### config.mk
export PLATFORM = sky130hd
export DESIGN_NAME = alu_exec_unit_flat
export DESIGN_NICKNAME = d
export VERILOG_FILES = /design/src/rtl/alu_exec_if.sv /design/src/rtl/alu_exec_unit.sv /design/src/flat_wrapper.sv
export SDC_FILE = /design/constraint.sdc
export NUM_CORES = 1
export LEC_CHECK = 0
export BUFFER_PORTS_ARGS = -buffer_cell sky130_fd_sc_hd__buf_2
export CORE_MARGIN = 1
export CORE_UTILIZATION = 55
export DETAILED_ROUTE_END_ITERATION = 12
export PLACE_DENSITY = 0.81
export SKIP_CTS_REPAIR_TIMING = 1
export SLEW_MARGIN = 30
export SYNTH_ARGS = -nofsm -noshare
export SYNTH_HDL_FRONTEND = slang
export SYNTH_SLANG_ARGS = --single-unit
### constraint.sdc
create_clock -name clk -period 6.2 [get_ports clk]
set_clock_uncertainty 0.15 [all_clocks]
set_input_delay 0.62 -clock clk [delete_from_list [all_inputs] [get_ports clk]]
set_output_delay 0.62 -clock clk [all_outputs]
set_load 0.02 [all_outputs]
### src/rtl/alu_exec_if.sv
// Request/result bundle between the operand stage, the ALU execution unit and writeback.
// Both sides use valid/ready: a transfer happens on a rising clk edge where valid and ready are both high.
interface alu_exec_if #(
  parameter int DATA_WIDTH = 32
);
  logic                  valid_i;
  logic                  ready_o;
  logic [3:0]            ALU_Operation_i;
  logic [DATA_WIDTH-1:0] A_i;
  logic [DATA_WIDTH-1:0] B_i;
  logic                  valid_o;
  logic                  ready_i;
  logic [DATA_WIDTH-1:0] ALU_Result_o;
  logic                  Zero_o;
  logic                  Illegal_o;
  logic [1:0]            state_dbg;

  modport master (
    output valid_i, ALU_Operation_i, A_i, B_i, ready_i,
    input  ready_o, valid_o, ALU_Result_o, Zero_o, Illegal_o, state_dbg
  );

  modport slave (
    input  valid_i, ALU_Operation_i, A_i, B_i, ready_i,
    output ready_o, valid_o, ALU_Result_o, Zero_o, Illegal_o, state_dbg
  );
endinterface

### src/rtl/alu_exec_unit.sv
// ALU execution unit: ADD/SUB/OR in one execute cycle, SLL as a 1-bit-per-cycle shifter,
// valid/ready on both the request and the result side.
module alu_exec_unit #(
  parameter int DATA_WIDTH  = 32,
  parameter int SHAMT_WIDTH = 5
) (
  input logic       clk,
  input logic       reset,
  alu_exec_if.slave bus
);

  localparam logic [3:0] OP_ADD = 4'b0000;
  localparam logic [3:0] OP_SUB = 4'b0001;
  localparam logic [3:0] OP_OR  = 4'b0010;
  localparam logic [3:0] OP_SLL = 4'b0100;

  typedef enum logic [1:0] {
    IDLE  = 2'd0,
    SHIFT = 2'd1,
    DONE  = 2'd2
  } state_t;

  state_t                 state_q, state_d;
  logic [DATA_WIDTH-1:0]  work_q;
  logic [DATA_WIDTH-1:0]  result_q;
  logic [DATA_WIDTH-1:0]  exec_res;
  logic [DATA_WIDTH-1:0]  work_shl;
  logic [DATA_WIDTH-1:0]  final_res;
  logic [SHAMT_WIDTH-1:0] cnt_q;
  logic [SHAMT_WIDTH-1:0] shamt;
  logic                   shift_en_q;
  logic                   zero_q;
  logic                   illegal_q;
  logic                   legal;
  logic                   is_sll;
  logic                   accept;
  logic                   do_shift;

  assign shamt     = bus.B_i[SHAMT_WIDTH-1:0];
  assign accept    = bus.valid_i && (state_q == IDLE);
  assign do_shift  = is_sll && (shamt != '0);
  assign work_shl  = {work_q[DATA_WIDTH-2:0], 1'b0};
  assign final_res = shift_en_q ? work_shl : work_q;

  always_comb begin
    legal    = 1'b1;
    is_sll   = 1'b0;
    exec_res = '0;
    case (bus.ALU_Operation_i)
      OP_ADD:  exec_res = bus.A_i + bus.B_i;
      OP_SUB:  exec_res = bus.A_i - bus.B_i;
      OP_OR:   exec_res = bus.A_i | bus.B_i;
      OP_SLL: begin
        is_sll   = 1'b1;
        exec_res = bus.A_i;
      end
      default: legal = 1'b0;
    endcase
  end

  // Every accepted op passes through SHIFT: non-shifting ops use one pass-through cycle
  // with the count at 1, so single-cycle ops and one-step shifts share the same latency.
  always_comb begin
    state_d = state_q;
    case (state_q)
      IDLE:    if (accept) state_d = SHIFT;
      SHIFT:   if (cnt_q == SHAMT_WIDTH'(1)) state_d = DONE;
      DONE:    if (bus.ready_i) state_d = IDLE;
      default: state_d = IDLE;
    endcase
  end

  always_ff @(posedge clk or negedge reset) begin
    if (!reset) state_q <= IDLE;
    else        state_q <= state_d;
  end

  always_ff @(posedge clk or negedge reset) begin
    if (!reset) begin
      work_q     <= '0;
      cnt_q      <= '0;
      shift_en_q <= 1'b0;
      result_q   <= '0;
      zero_q     <= 1'b0;
      illegal_q  <= 1'b0;
    end else if (accept) begin
      work_q     <= exec_res;
      shift_en_q <= do_shift;
      cnt_q      <= do_shift ? shamt : SHAMT_WIDTH'(1);
      illegal_q  <= !legal;
    end else if (state_q == SHIFT) begin
      if (shift_en_q) work_q <= work_shl;
      cnt_q <= cnt_q - SHAMT_WIDTH'(1);
      if (cnt_q == SHAMT_WIDTH'(1)) begin
        result_q <= final_res;
        zero_q   <= (final_res == '0);
      end
    end
  end

  assign bus.ready_o      = (state_q == IDLE);
  assign bus.valid_o      = (state_q == DONE);
  assign bus.ALU_Result_o = result_q;
  assign bus.Zero_o       = zero_q;
  assign bus.Illegal_o    = illegal_q;
  assign bus.state_dbg    = state_q;

endmodule

### src/flat_wrapper.sv
// flat-port wrapper written by rule: the top's interface ports become plain ports
module alu_exec_unit_flat 
#(
  parameter int DATA_WIDTH  = 32,
  parameter int SHAMT_WIDTH = 5
)
  (clk, reset, bus_valid_i, bus_ALU_Operation_i, bus_A_i, bus_B_i, bus_ready_i, bus_ready_o, bus_valid_o, bus_ALU_Result_o, bus_Zero_o, bus_Illegal_o, bus_state_dbg);
  alu_exec_if #(.DATA_WIDTH(DATA_WIDTH)) bus_i ();
  input logic clk;
  input logic reset;
  input wire logic [$bits(bus_i.valid_i)-1:0] bus_valid_i;
  input wire logic [$bits(bus_i.ALU_Operation_i)-1:0] bus_ALU_Operation_i;
  input wire logic [$bits(bus_i.A_i)-1:0] bus_A_i;
  input wire logic [$bits(bus_i.B_i)-1:0] bus_B_i;
  input wire logic [$bits(bus_i.ready_i)-1:0] bus_ready_i;
  output wire logic [$bits(bus_i.ready_o)-1:0] bus_ready_o;
  output wire logic [$bits(bus_i.valid_o)-1:0] bus_valid_o;
  output wire logic [$bits(bus_i.ALU_Result_o)-1:0] bus_ALU_Result_o;
  output wire logic [$bits(bus_i.Zero_o)-1:0] bus_Zero_o;
  output wire logic [$bits(bus_i.Illegal_o)-1:0] bus_Illegal_o;
  output wire logic [$bits(bus_i.state_dbg)-1:0] bus_state_dbg;
  assign bus_i.valid_i = bus_valid_i;
  assign bus_i.ALU_Operation_i = bus_ALU_Operation_i;
  assign bus_i.A_i = bus_A_i;
  assign bus_i.B_i = bus_B_i;
  assign bus_i.ready_i = bus_ready_i;
  assign bus_ready_o = bus_i.ready_o;
  assign bus_valid_o = bus_i.valid_o;
  assign bus_ALU_Result_o = bus_i.ALU_Result_o;
  assign bus_Zero_o = bus_i.Zero_o;
  assign bus_Illegal_o = bus_i.Illegal_o;
  assign bus_state_dbg = bus_i.state_dbg;
  alu_exec_unit #(.DATA_WIDTH(DATA_WIDTH), .SHAMT_WIDTH(SHAMT_WIDTH)) u_core (.clk(clk), .reset(reset), .bus(bus_i));
endmodule
==> run_results.csv, run 1 <==
group,metric,value,unit
floorplan,die_h,108,µm
setup_path,critical_path_arrival,4940,ps
layout,n_fill_cell,957,
setup_path,worst_path_dominant_cell_family,"simple AND/OR/NAND/NOR gates",
setup_path,startpoint_type,"input port",
layout,antenna_cells,0,
route,via_count,6342,
route,finalWirelength,19.2,mm
global_route,grt-ovfl-total,0,
setup_path,critical-path-slowest-cell,"nor4b_1",
logic_synthesis,post_synth_fa_ha_maj_area_fraction,7.61,%
setup_path,timing.critical_path.cells,"buf_2 -> nor4_1 -> nand2_1 -> or3_1 -> or3_1 -> nor4b_1 -> nor2_1 -> xnor2_1 -> ha_1 -> a21oi_1 -> o21a_1 -> o21ai_0 -> a21o_1 -> a221oi_1 -> nand2_1 -> a41oi_1 -> mux2i_1 -> o211ai_1",
floorplan,core_area,10900,µm²
sta,rsz0062_at_grt,"false",
sta,period_needed,4880,ps
setup_path,worstReg2RegEnd,"u_core.work_q[31]",
clock_network,cts.htree.levels,3,
setup_path,reg2reg_setup_slack,3020,ps
logic_synthesis,postSynth.topFlopCell,"dfrtp_1",
clock_network,clock_insertion_delay_worst_skew,350,ps
clock_network,clk_root_buffer_cell,"clkbuf_8",
logic_synthesis,mappedNetlistArea,6180,µm²
setup_path,worst-r2r-cell-count,8,
logic_synthesis,post_synth_xor_area_fraction,7.79,%
logic_synthesis,synth-simple-area-share,20.3,%
place,portBuffers,109,
sta,fin_setup_tns,0,ps
flow_run,max_cap_viol_count,0,
logic_synthesis,largest_family_of_logic_cells_by_synthesized_area,"compound AO/OA/AOI/OAI gates",
logic_synthesis,yosys-mux-area-fraction,5.71,%
clock_network,path_clk_slew,70,ps
run_status,status,"completed",
setup_path,r2r-start,"u_core.bus.state_dbg[1]",
route,routed_wl_per_cell,19.2,µm
logic_synthesis,synth_seq_cells,74,
layout,layout-area-overhead-vs-synth,13.2,%
layout,nNetsFinal,968,
sta,finalSetupViolations,0,
floorplan,initial_core_util,56.8,%
power,p_per_area,351,nW/µm²
sta,fin_ws,1320,ps
setup_path,critical_path.n_buffers_inverters,1,
logic_synthesis,syn_nets,881,
global_route,largest_net_degree_at_the_start_of_global_routing,75,
floorplan,core.rowCount,38,
global_route,first_global_vias,6047,
sta,fmax,205,MHz
route,firstDrtPassIters,5,
logic_synthesis,syn-instance-count,772,
route,detail_route.drc_violations,0,
route,vias_per_cell,6.34,
logic_synthesis,synth.yosys.seq_area_share,30.0,%
global_route,grt_antenna_before_repair,0,
logic_synthesis,synthArstFlopShare,100,%
worst_hold_path,hold_class,"input port to async pin",
clock_network,cts.sink_count,74,
route,route.antenna.remaining_nets,0,
power,design_power_total,0.00246,W
setup_path,critical_path.endpoint_type,"flip-flop",
floorplan,design.die.area,11700,µm²
clock_network,tritoncts,"yes",
setup_path,critical_path.max_stage_delay,500,ps
route,drt_first_iter_violations,724,
floorplan,pin_count,110,
sta,fin_worst_hold_slack,223,ps
logic_synthesis,yosysWarnings,0,
logic_synthesis,synth.avg_cell_area,8.01,µm²
logic_synthesis,fraction_of_the_mapped_netlist_area_in_compound_gates,25.3,%
power,power.static_leakage,3.21,nW
global_route,grt.total_usage,34.1,%
power,irDropWorstVdd,0.268,mV
place,estimated_wirelength_of_the_detail_placed_design,14.7,mm
global_route,grt_first_pass_wirelength,30.8,mm
layout,post_route_cells_drive_above_1_share,16.3,%
sta,least_margin_pin_slew,968,ps
sta,report.final.hold_viol_count,0,
sta,final_min_period_over_clock_period,78.6,%
setup_path,path_max_fanout,8,
clock_network,cts_buffers,9,
logic_synthesis,synth_cell_type_count,60,
floorplan,die_width,108,µm
setup_path,cp.depth,18,
place,pre_cts_slack,1060,ps
clock_network,clock_path_buffers,2,
sta,pins_over_slew_limit,0,
place,finalWeightedCongestion,0.904,
setup_path,path_class,"input port to flip-flop",
setup_path,worst-endpoint-required,6270,ps
sta,timing.max_slew.rel_slack,35.3,%
logic_synthesis,synth_edf_count,0,
layout by cell type (no fill, tap or decap), types with 4 or more instances in the layout:
master,n
nand2_1,109
buf_2,109
a21oi_1,85
dfrtp_1,73
o21ai_0,69
nor2_1,57
ha_1,36
mux2i_1,33
xor2_1,28
xnor2_1,27
nor3_1,18
inv_1,15
nand2b_1,11
a21o_1,11
a31oi_1,11
clkbuf_8,11
o22ai_1,10
and3_1,10
a222oi_1,10
a22oi_1,9
nand3_1,9
o31ai_1,9
a221oi_1,8
or3_1,7
nor4_1,7
buf_4,6
o21a_1,5
nor4b_1,5
o21bai_1,4
nor2b_1,4
or4_1,4
area by class of cell:
type,count,area [µm²],share of cell area (%)
inverter,15,56.3,0.805
timing repair buffer,116,602,8.60
sequential,74,1860,26.5
multi-input combinational,643,4150,59.3
clock buffer,13,159,2.27
tap,140,175,2.50
flip-flops by register name, summed over array words and instances, names as in the netlist:
| name | count |
|---|---|
| u_core.bus.ALU_Result_o | 32 |
| u_core.bus.Illegal_o | 1 |
| u_core.bus.Zero_o | 1 |
| u_core.bus.state_dbg | 2 |
| u_core.cnt_q | 5 |
| u_core.shift_en_q | 1 |
| u_core.work_q | 32 |
kinds of logic (layout without fill, tap and decap cells):
group / count (synthesis) / in the layout
xor+xnor: 55 / 55
compound gates: 254 / 254
simple gates: 262 / 262
fa+ha+maj: 37 / 37
flops: 74 / 74
mux: 35 / 35
buf+inv: 55 / 144
cell usage after synthesis (all sizes together) (6+ instances only):
| library cell | count | area share (%) |
|---|---|---|
| a21o | 11 | 1.3 |
| a21oi | 85 | 6.9 |
| a221oi | 8 | 1.1 |
| a222oi | 10 | 1.6 |
| a22oi | 9 | 1.1 |
| a31oi | 11 | 1.1 |
| and3 | 10 | 1.0 |
| clkbuf | 35 | 2.1 |
| dfrtp | 74 | 30 |
| ha | 36 | 7.3 |
| inv | 15 | 0.91 |
| mux2i | 33 | 5.3 |
| nand2 | 110 | 6.7 |
| nand2b | 11 | 1.1 |
| nand3 | 9 | 0.73 |
| nor2 | 58 | 3.5 |
| nor3 | 19 | 1.5 |
| nor4 | 9 | 1.3 |
| nor4b | 6 | 0.95 |
| o21ai | 70 | 5.7 |
| o22ai | 10 | 1.0 |
| o31ai | 10 | 1.4 |
| or3 | 8 | 0.89 |
| xnor2 | 27 | 3.8 |
| xor2 | 28 | 4.0 |
per-layer routing:
layer | part of all wire (%) | vias up | global-route usage [%]
li1 | - | 3002 | -
met1 | 44 | 2995 | 45.7
met2 | 45 | 306 | 54.0
met3 | 8.9 | 39 | 7.41
met4 | 2.1 | 0 | 11.7
met5 | 0 | - | 0
worst max-delay path by stage:
| stage | start | end | slack, ps |
|---|---|---|---|
| 6_report | bus_B_i[2] | u_core.work_q[31] | 1320 |
| 5_1_grt | bus_B_i[2] | u_core.work_q[31] | 1150 |
| 4_1_cts | bus_B_i[2] | u_core.work_q[31] | 1390 |
| 3_5_place_dp | bus_B_i[2] | u_core.work_q[31] | 1060 |
| 3_3_place_gp | bus_B_i[2] | u_core.work_q[31] | 1150 |
| 2_1_floorplan | bus_B_i[2] | u_core.work_q[31] | 1640 |
stage by stage:
step                utilization (%)  std cells  cell area [µm²]
floorplan                         -        772             6180
CTS                            64.2       1001             6990
global route                   64.2       1001             7000
global placement               62.7        988             6820
detailed placement             62.7        988             6830
finish                         64.2       1001             7000
power by group:
group          leakage (nW)  switching (W)  total (W)  internal (W)
Sequential            0.942       0.000234   0.000920      0.000686
Clock                0.0815       0.000163   0.000324      0.000161
Combinational          2.18       0.000741    0.00121      0.000471
Total                  3.21        0.00114    0.00246       0.00132
Note: power is estimated with default switching activity, not from simulation.
==> inputs of run 2 (changes only) <==
--- a/config.mk
+++ b/config.mk
@@ -7,9 +7,9 @@
 export LEC_CHECK = 0
 export BUFFER_PORTS_ARGS = -buffer_cell sky130_fd_sc_hd__buf_2
 export CORE_MARGIN = 1
-export CORE_UTILIZATION = 55
+export CORE_UTILIZATION = 52
 export DETAILED_ROUTE_END_ITERATION = 12
-export PLACE_DENSITY = 0.81
+export PLACE_DENSITY = 0.8
 export SKIP_CTS_REPAIR_TIMING = 1
 export SLEW_MARGIN = 30
 export SYNTH_ARGS = -nofsm -noshare
==> constraint.sdc (replaced) <==
create_clock -name clk -period 4.33 [get_ports clk]
set_clock_uncertainty 0.15 [all_clocks]
set_input_delay 0.433 -clock clk [delete_from_list [all_inputs] [get_ports clk]]
set_output_delay 0.433 -clock clk [all_outputs]
set_load 0.02 [all_outputs]
==> run_results.csv, run 2 (synthesized netlist as in run 1, its figures left out) <==
group,metric,value,unit
run_status,status,"finished, violations left",
run_status,failed_checks,"DRC",
floorplan,core.rowCount,39,
power,power_switching,0.00167,W
sta,timing.max_slew.rel_slack,43.4,%
setup_path,path_max_fanout,2,
layout,nNetsFinal,1005,
global_route,largest_net_degree_at_the_start_of_global_routing,47,
layout,multiInputGateArea,4180,µm²
clock_network,clock_insertion_delay_worst_skew,340,ps
route,finalWirelength,18.5,mm
place,pre_cts_slack,-213,ps
global_route,first_global_vias,5814,
worst_hold_path,worstHoldStart,"bus_ready_i",
setup_path,path_class,"input port to flip-flop",
layout,layout-area-overhead-vs-synth,21.3,%
route,drt_first_iter_violations,665,
layout,post_route_cells_drive_above_1_share,20.4,%
route,detail_route.drc_violations,6,
power,clockPowerShare,22.0,%
power,p_per_area,529,nW/µm²
power,irDropWorstVdd,0.265,mV
floorplan,pin_count,110,
layout,ff_latch_area,1860,µm²
power,internal_power,0.00229,W
floorplan,initial_core_util,53.7,%
clock_network,cts.sink_count,74,
global_route,routing_layer_with_the_top_usage_in_global_route,"met2",
global_route,grt_antenna_before_repair,0,
clock_network,cts_buffers,9,
floorplan,die_h,111,µm
place,finalWeightedCongestion,1.01,
clock_network,cts.htree.levels,3,
flow_run,max_cap_viol_count,0,
sta,rsz0062_at_grt,"false",
global_route,use_met3,3.66,%
floorplan,die_width,111,µm
place,estimated_wirelength_of_the_detail_placed_design,14.1,mm
sta,report.final.hold_viol_count,0,
sta,period_needed,4070,ps
power,swShare,42.2,%
place,portBuffers,109,
power,combinationalPowerShare,45.0,%
floorplan,core_area,11500,µm²
setup_path,critical_path.startpoint,"bus_B_i[2]",
global_route,grt.total_usage,30.1,%
setup_path,r2r-start,"u_core.bus.state_dbg[0]",
layout,n_fill_cell,979,
layout,leading_cell_type_in_the_layout_fill_and_taps_excluded,"nand2_1",
route,vias_per_cell,6.22,
power,power.sequential.fraction,33.1,%
clock_network,clk_root_buffer_cell,"clkbuf_16",
setup_path,critical_path_arrival,4130,ps
clock_network,path_clk_slew,60,ps
setup_path,worst-endpoint-required,4390,ps
sta,final_min_period_over_clock_period,94.0,%
sta,pins_over_slew_limit,0,
power,power.static_leakage,3.47,nW
sta,fin_setup_tns,0,ps
clock_network,clock_path_buffers,2,
sta,fmax,246,MHz
setup_path,critical_path.endpoint_type,"flip-flop",
global_route,grt_first_pass_wirelength,29.3,mm
clock_network,tritoncts,"yes",
route,firstDrtPassIters,10,
sta,least_margin_pin_slew,849,ps
floorplan,design.die.area,12300,µm²
sta,fin_ws,259,ps
layout,antenna_cells,0,
global_route,global_route.usage.met2,46.7,%
setup_path,startpoint_type,"input port",
route,routed_wl_per_cell,17.8,µm
route,route.antenna.remaining_nets,0,
global_route,grt.met1_usage,42.8,%
worst_hold_path,hold_class,"input port to flip-flop",
route,via_count,6491,
layout,most-common-layout-cells,"nand2_1 (109), buf_2 (108), a21oi_1 (85)",
global_route,grt-ovfl-total,0,
sta,finalSetupViolations,0,
power,design_power_total,0.00396,W
[run 2: changes by cell type in the layout (fill, tap and decap cells not counted), moves of 2 or more]
cell       change
bufinv_16      +3
clkbuf_16      +9
clkbuf_8       -9
buf_4         +38
clkinv_2       +2
clkbuf_1       -2
[run 2: worst paths after layout]
check	end	depth (start not counted)	slack, ps
setup / recovery	u_core.work_q[31]	18	260
hold / removal	u_core.bus.state_dbg[1]	2	130
setup reg to reg	u_core.work_q[31]	9	1650
hold reg to reg	u_core.bus.ALU_Result_o[23]	2	320
max in group asynchronous	u_core.bus.ALU_Result_o[15]	3	2770
min in group asynchronous	u_core.work_q[4]	2	500
[run 2: power groups by stage]
stage / Combinational, W / Sequential [W] / Clock (W)
2_1_floorplan: 0.00108 / 0.00137 / 0
3_3_place_gp: 0.00170 / 0.00130 / 0
3_5_place_dp: 0.00175 / 0.00132 / 0
4_1_cts: 0.00176 / 0.00131 / 0.000877
5_1_grt: 0.00196 / 0.00136 / 0.000916
6_report: 0.00178 / 0.00131 / 0.000872
[run 2: final cells by class]
| class | count | area share (%) |
|---|---|---|
| Tap cell | 143 | 2.39 |
| Multi-Input combinational cell | 643 | 55.7 |
| Clock inverter | 5 | 1.33 |
| Sequential cell | 74 | 24.7 |
| Timing Repair Buffer | 153 | 11.7 |
| Inverter | 15 | 0.751 |
| Clock buffer | 11 | 3.37 |
[run 2: metal layers]
layer | vias up | share of wire (%)
met3 | 41 | 8.2
met1 | 3026 | 45
li1 | 3083 | -
met2 | 341 | 45
met5 | - | 0
met4 | 0 | 2.0
[run 2: metrics by stage]
stage | utilization (%) | cell area [µm²] | std cells | hold WS (ps)
floorplan | - | 6190 | 772 | -12.6
global placement | 61.7 | 7100 | 1026 | 308
detailed placement | 61.7 | 7100 | 1026 | 316
CTS | 64.8 | 7460 | 1042 | -29.6
global route | 65.1 | 7500 | 1044 | 156
finish | 65.1 | 7500 | 1044 | 128
[run 2: worst max-delay path, cell delays in order]
cell      delay (ps)
buf_2            130
nor4_4           280
nand2_1          130
or3_1            340
or3_1            370
nor4b_2          320
nor2_1            90
xnor2_1          140
ha_1             290
a21oi_1          170
o21a_1           150
o21ai_0           90
a21o_1           220
a221oi_2         290
nand2_1          140
a41oi_2          230
mux2i_1          220
o211ai_1         100
